File: config.mk
export PLATFORM = sky130hd
export DESIGN_NAME = ticket_dispense_arbiter
export DESIGN_NICKNAME = d
export VERILOG_FILES = /design/src/rtl/ticket_dispense_arbiter.sv
export SDC_FILE = /design/constraint.sdc
export NUM_CORES = 1
export LEC_CHECK = 0
export CORE_ASPECT_RATIO = 2
export CORE_MARGIN = 2
export CORE_UTILIZATION = 50
export CTS_CLUSTER_SIZE = 40
export DETAILED_ROUTE_END_ITERATION = 10
export HOLD_SLACK_MARGIN = 0.06
export PLACE_DENSITY = 0.8
export SYNTH_ARGS = -nofsm -noshare
export SYNTH_HDL_FRONTEND = slang
export SYNTH_SLANG_ARGS = --single-unit
File: constraint.sdc
create_clock -name clk -period 3.4 [get_ports clk]
set_input_delay 0.68 -clock clk [delete_from_list [all_inputs] [get_ports clk]]
set_output_delay 0.68 -clock clk [all_outputs]
set_load 0.01 [all_outputs]
File: src/rtl/ticket_dispense_arbiter.sv
// Round-robin arbiter that shares one ticket printer and one coin hopper among
// several sale front-ends, sequencing print/coin strobes for the granted transaction.
module ticket_dispense_arbiter #(
    parameter int N_REQ        = 4,
    parameter int PRINT_CYCLES = 4
) (
    input  logic                 clk,
    input  logic                 reset,
    input  logic [N_REQ-1:0]     req,
    input  logic [3*N_REQ-1:0]   req_tickets,
    input  logic [7*N_REQ-1:0]   req_change,
    output logic [N_REQ-1:0]     grant,
    output logic [N_REQ-1:0]     done,
    output logic                 print_pulse,
    output logic                 coin5_pulse,
    output logic                 coin1_pulse,
    output logic                 busy
);

    localparam int IDX_W  = $clog2(N_REQ);
    localparam int SLOT_W = (PRINT_CYCLES > 1) ? $clog2(PRINT_CYCLES) : 1;
    localparam logic [SLOT_W-1:0] SLOT_LAST = SLOT_W'(PRINT_CYCLES - 1);

    typedef enum logic [1:0] {IDLE, PRINT, CHANGE, DONE} state_t;

    state_t              state, state_n;
    logic [IDX_W-1:0]    idx, idx_n;
    logic [IDX_W-1:0]    last_grant, last_grant_n;
    logic [2:0]          tickets_left, tickets_left_n;
    logic [SLOT_W-1:0]   slot, slot_n;
    logic [6:0]          change_left, change_left_n;

    logic [N_REQ-1:0]    grant_n, done_n;
    logic                print_n, coin5_n, coin1_n;

    logic                found;
    logic [IDX_W:0]      cand;
    logic [IDX_W-1:0]    pick;
    logic [2:0]          pick_tickets;
    logic [6:0]          pick_change;

    always_ff @(posedge clk) begin
        if (reset) begin
            state        <= IDLE;
            idx          <= '0;
            last_grant   <= IDX_W'(N_REQ - 1);
            tickets_left <= '0;
            slot         <= '0;
            change_left  <= '0;
            grant        <= '0;
            done         <= '0;
            print_pulse  <= 1'b0;
            coin5_pulse  <= 1'b0;
            coin1_pulse  <= 1'b0;
            busy         <= 1'b0;
        end else begin
            state        <= state_n;
            idx          <= idx_n;
            last_grant   <= last_grant_n;
            tickets_left <= tickets_left_n;
            slot         <= slot_n;
            change_left  <= change_left_n;
            grant        <= grant_n;
            done         <= done_n;
            print_pulse  <= print_n;
            coin5_pulse  <= coin5_n;
            coin1_pulse  <= coin1_n;
            busy         <= (state_n != IDLE);
        end
    end

    always_comb begin
        found          = 1'b0;
        cand           = '0;
        pick           = '0;
        state_n        = state;
        idx_n          = idx;
        last_grant_n   = last_grant;
        tickets_left_n = tickets_left;
        slot_n         = slot;
        change_left_n  = change_left;
        grant_n        = '0;
        done_n         = '0;
        print_n        = 1'b0;
        coin5_n        = 1'b0;
        coin1_n        = 1'b0;

        // Search upward from the requester after the last one served, wrapping.
        for (int k = 1; k <= N_REQ; k++) begin
            cand = {1'b0, last_grant} + (IDX_W+1)'(k);
            if (cand >= (IDX_W+1)'(N_REQ))
                cand = cand - (IDX_W+1)'(N_REQ);
            if (!found && req[cand[IDX_W-1:0]]) begin
                found = 1'b1;
                pick  = cand[IDX_W-1:0];
            end
        end

        pick_tickets = req_tickets[3*pick +: 3];
        if (pick_tickets > 3'd5)
            pick_tickets = 3'd5;
        pick_change = req_change[7*pick +: 7];

        case (state)
            IDLE: begin
                if (found) begin
                    idx_n          = pick;
                    tickets_left_n = pick_tickets;
                    change_left_n  = pick_change;
                    slot_n         = '0;
                    if (pick_tickets != 3'd0)
                        state_n = PRINT;
                    else if (pick_change != 7'd0)
                        state_n = CHANGE;
                    else
                        state_n = DONE;
                end
            end
            PRINT: begin
                if (slot == SLOT_LAST) begin
                    slot_n = '0;
                    if (tickets_left == 3'd1) begin
                        tickets_left_n = 3'd0;
                        state_n = (change_left != 7'd0) ? CHANGE : DONE;
                    end else begin
                        tickets_left_n = tickets_left - 3'd1;
                    end
                end else begin
                    slot_n = slot + SLOT_W'(1);
                end
            end
            CHANGE: begin
                change_left_n = (change_left >= 7'd5) ? change_left - 7'd5
                                                      : change_left - 7'd1;
                if (change_left_n == 7'd0)
                    state_n = DONE;
            end
            DONE: begin
                last_grant_n = idx;
                state_n      = IDLE;
            end
            default: state_n = IDLE;
        endcase

        // Outputs are registered, so decode them from the upcoming state.
        if (state_n != IDLE)
            grant_n[idx_n] = 1'b1;
        if (state_n == DONE)
            done_n[idx_n] = 1'b1;
        print_n = (state_n == PRINT) && (slot_n == '0);
        coin5_n = (state_n == CHANGE) && (change_left_n >= 7'd5);
        coin1_n = (state_n == CHANGE) && (change_left_n <  7'd5);
    end

endmodule

==> results_dict.tcl, run 1 <==
set metrics [dict create \
    grt_pass1_vias 2329 \
    slowest_stage "clkdlybuf4s50_1" \
    synth_top_flop_cell "dfxtp_1" \
    clockRootBuffer "clkbuf_8" \
    worstPathRequired_ns 3.59 \
    drv_slew 0 \
    synth_edf_count 0 \
    insertedDiodeCount 0 \
    synth_seq_cells 30 \
    fin_tns_setup_ns 0 \
    area_delta_synth_final_pct 31.9 \
    use_met2 0.519 \
    final_util 0.673 \
    clock_latency_ns 0.28 \
    ir_drop_uv 441 \
    r2r_cells 8 \
    cts_max_path_buffers 2 \
    switching_share 0.378 \
    grtUsageMet3 0.0327 \
    r2r-start "change_left[3]" \
    top_usage_layer "met2" \
    max_cap_viol_count 0 \
    synth_top_family_by_area "compound AO/OA/AOI/OAI gates" \
    p_per_area_nw_per_um2 450 \
    synth_fa_ha_area_frac 0.0377 \
    hp-class "register to register" \
    placed_cell_area_um2 2970 \
    synth.most_common_cell "nor2_1" \
    ys_types 64 \
    cp-end-kind "register" \
    post_cts_resized 0 \
    syn_inst 281 \
    ys_top_cells_by_area "dfxtp_1, mux2i_1, nor2_1" \
    ios 58 \
    critPathLaunchType "input port" \
    hpwl_um 5240 \
    p_sw_uw 522 \
    setup_violations 0 \
    synth_compound_area_frac 0.288 \
    design_area_um2 3070 \
    crit_chain "clkdlybuf4s50_1 > or3b_1 > o221a_4 > mux2_4 > a2111oi_4 > a31oi_2 > or2_4 > nor4b_4" \
    synth_warnings 0 \
    met1_usage 0.244 \
    grt_pass1_wl_um 10300 \
    synthSimpleGateAreaFrac 0.234 \
    status "completed" \
    drt_iter0_drc 87 \
    finalHoldViolCount 0 \
    path_class "input port to register" \
    cts_tree "yes" \
    yosysTopAreaCell "dfxtp_1" \
    rsz0062_at_grt "no" \
    syn-num-nets 334 \
    fin_crit_sh 0.900 \
    cts_hold_buf 0 \
    critPathMaxFanout 6 \
    wl_per_cell_um 16.5 \
    track_usage 0.259 \
    via_per_inst 6.07 \
    clkPwrFrac 0.209 \
    worstHoldStart "tickets_left[2]" \
    grt_overflow 0 \
    min_to "tickets_left[2]" \
    static-leakage-power_uw 0.00117 \
    antenna_left 0 \
    clock.fmax_ghz 0.327 \
    post_cts_buffers 0 \
    grt_max_degree 23 \
    ff2ff_setup_slack_ns 0.60 \
    synth_area_um2 2320 \
    antenna_found_initial 0 \
    core.rowCount 35 \
    cpPeakStageDelay_ns 0.56 \
    synth_mux_area_frac 0.124 \
    place.gp.congestion 0.906 \
    worst_pin_slew_ns 0.779 \
    comb_power_share 0.452 \
    fin_skew_ns 0.00743 \
    drt-total-wl_um 6500 \
    drt_pass1_iterations 4 \
    r2r-end "done[1]" \
    coreArea_um2 4550 \
    cts_buffers 5 \
    worstPathArrival_ns 3.25 \
    die_area_um2 5240 \
    synthTopCellsByCount "nor2_1, dfxtp_1, mux2i_1" \
    start_util 0.510 \
    synth_seq_area_share 0.258 \
    drive_above_1_share 0.103 \
    io_buffer_count 57 \
    cts_sinks 30 \
    die_y_um 100 \
    syn_avg_cell_area_um2 8.27 \
    synth_top_cell_area_share 0.258 \
    cts.clk_slew.worst_paths_ns 0.06 \
    nets 392 \
    htreeDepth 2 \
    vias 2399 \
    synthXorXnorAreaFrac 0.00377 \
    relSlewSlack 0.479 \
    synthArstFlopShare 0 \
    power.share.sequential 0.339 \
    p_int_uw 858 \
    dieWidth_um 52.2 \
    whs_path_depth 2 \
    route.detailed.drc 0 \
    period_needed_ns 3.06 \
]
## worst max-delay path by stage
stage           start          end  slack (ns)
3_3_place_gp   req[1]  coin1_pulse        0.13
2_1_floorplan  req[3]  coin1_pulse        0.31
5_1_grt        req[3]  print_pulse        0.14
4_1_cts        req[1]  coin1_pulse        0.35
6_report       req[1]  coin1_pulse        0.34
3_5_place_dp   req[1]  coin1_pulse        0.07
## area by class of cell
| type | instances | area, µm² |
|---|---|---|
| inverter | 10 | 37.5 |
| fill | 405 | 1490 |
| clock inverter | 1 | 5.00 |
| tap | 55 | 68.8 |
| sequential | 30 | 601 |
| multi-input combinational | 222 | 1600 |
| clock buffer | 7 | 86.3 |
| timing repair buffer | 70 | 668 |
## metal layers
metal / vias up / wire length [µm]
met1: 1135 / 2260
met2: 61 / 3780
met5: - / 0
li1: 1182 / -
met4: 0 / 288
met3: 21 / 171
## cell usage in the layout (no fill, tap or decap), types with 2 or more instances in the layout
cell             instances
or2_2                    3
nor2b_1                  4
clkbuf_8                 6
a211o_1                  2
and3_1                   4
nor3b_1                  5
o31a_1                   2
a311oi_1                 5
o311ai_0                 3
nor2_1                  35
a31oi_1                  3
buf_4                   13
a22oi_1                  3
a32oi_1                  3
clkdlybuf4s50_1         57
a21oi_1                  7
mux2i_1                 24
o221ai_1                 3
nor4bb_1                 5
nor4_1                   3
a221oi_1                 2
o21a_1                   8
nand2_1                 12
a211oi_1                 2
inv_1                    9
o21ai_0                 16
o211ai_1                 7
a21o_1                   2
nor3_1                  12
ha_1                     7
mux2_2                   3
dfxtp_1                 30
nand3_1                  3
a31oi_2                  2
nand2b_1                 5
## cell families (layout without fill, tap and decap cells)
kind of cell               count (synthesis)  after routing
muxes                                     28             28
DFF                                       30             30
and+or+nand+nor                          100            100
adders and majority gates                  7              7
xor gates and xnor gates                   1              1
AOI/OAI and AO/OA                         86             86
buffers and inverters                     29             88
## metrics by stage
step                      total power, µW  cells  hold slack, ns  setup slack, ns
after global routing                 1460    395           0.568            0.136
after CTS                            1380    395           0.539            0.346
after global placement               1080    387           0.504            0.135
after floorplan                       878    281           0.486            0.313
after detailed placement             1090    387           0.525           0.0664
final                                1380    395           0.539            0.341
## power by group through the flow
stage               Sequential (µW)  Combinational [µW]  Clock, µW
detailed placement              473                 615          0
floorplan                       444                 433          0
finish                          468                 624        288
global placement                471                 604          0
global route                    472                 683        309
CTS                             465                 619        294
## flip-flops by register name, indices dropped and copies added (netlist names)
signal	count
busy	1
change_left	7
coin1_pulse	1
coin5_pulse	1
done	4
grant	4
idx	2
last_grant	2
print_pulse	1
slot	2
state	2
tickets_left	3
## worst max-delay path: cells and delay by family
family | cells | cell delay, ns
multiplexers | 1 | 0.32
AO/OA/AOI/OAI | 3 | 0.73
AND/OR/NAND/NOR | 3 | 0.97
buffers and inverters | 1 | 0.56
(Power assumes the default switching activity.)
==> run 2, diff against run 1 <==
--- a/config.mk
+++ b/config.mk
@@ -5,6 +5,7 @@
 export SDC_FILE = /design/constraint.sdc
 export NUM_CORES = 1
 export LEC_CHECK = 0
+export CAP_MARGIN = 40
 export CORE_ASPECT_RATIO = 2
 export CORE_MARGIN = 2
 export CORE_UTILIZATION = 50
==> results of run 2 <==
No change in the layout: final DEF, timing and power equal those of run 1.
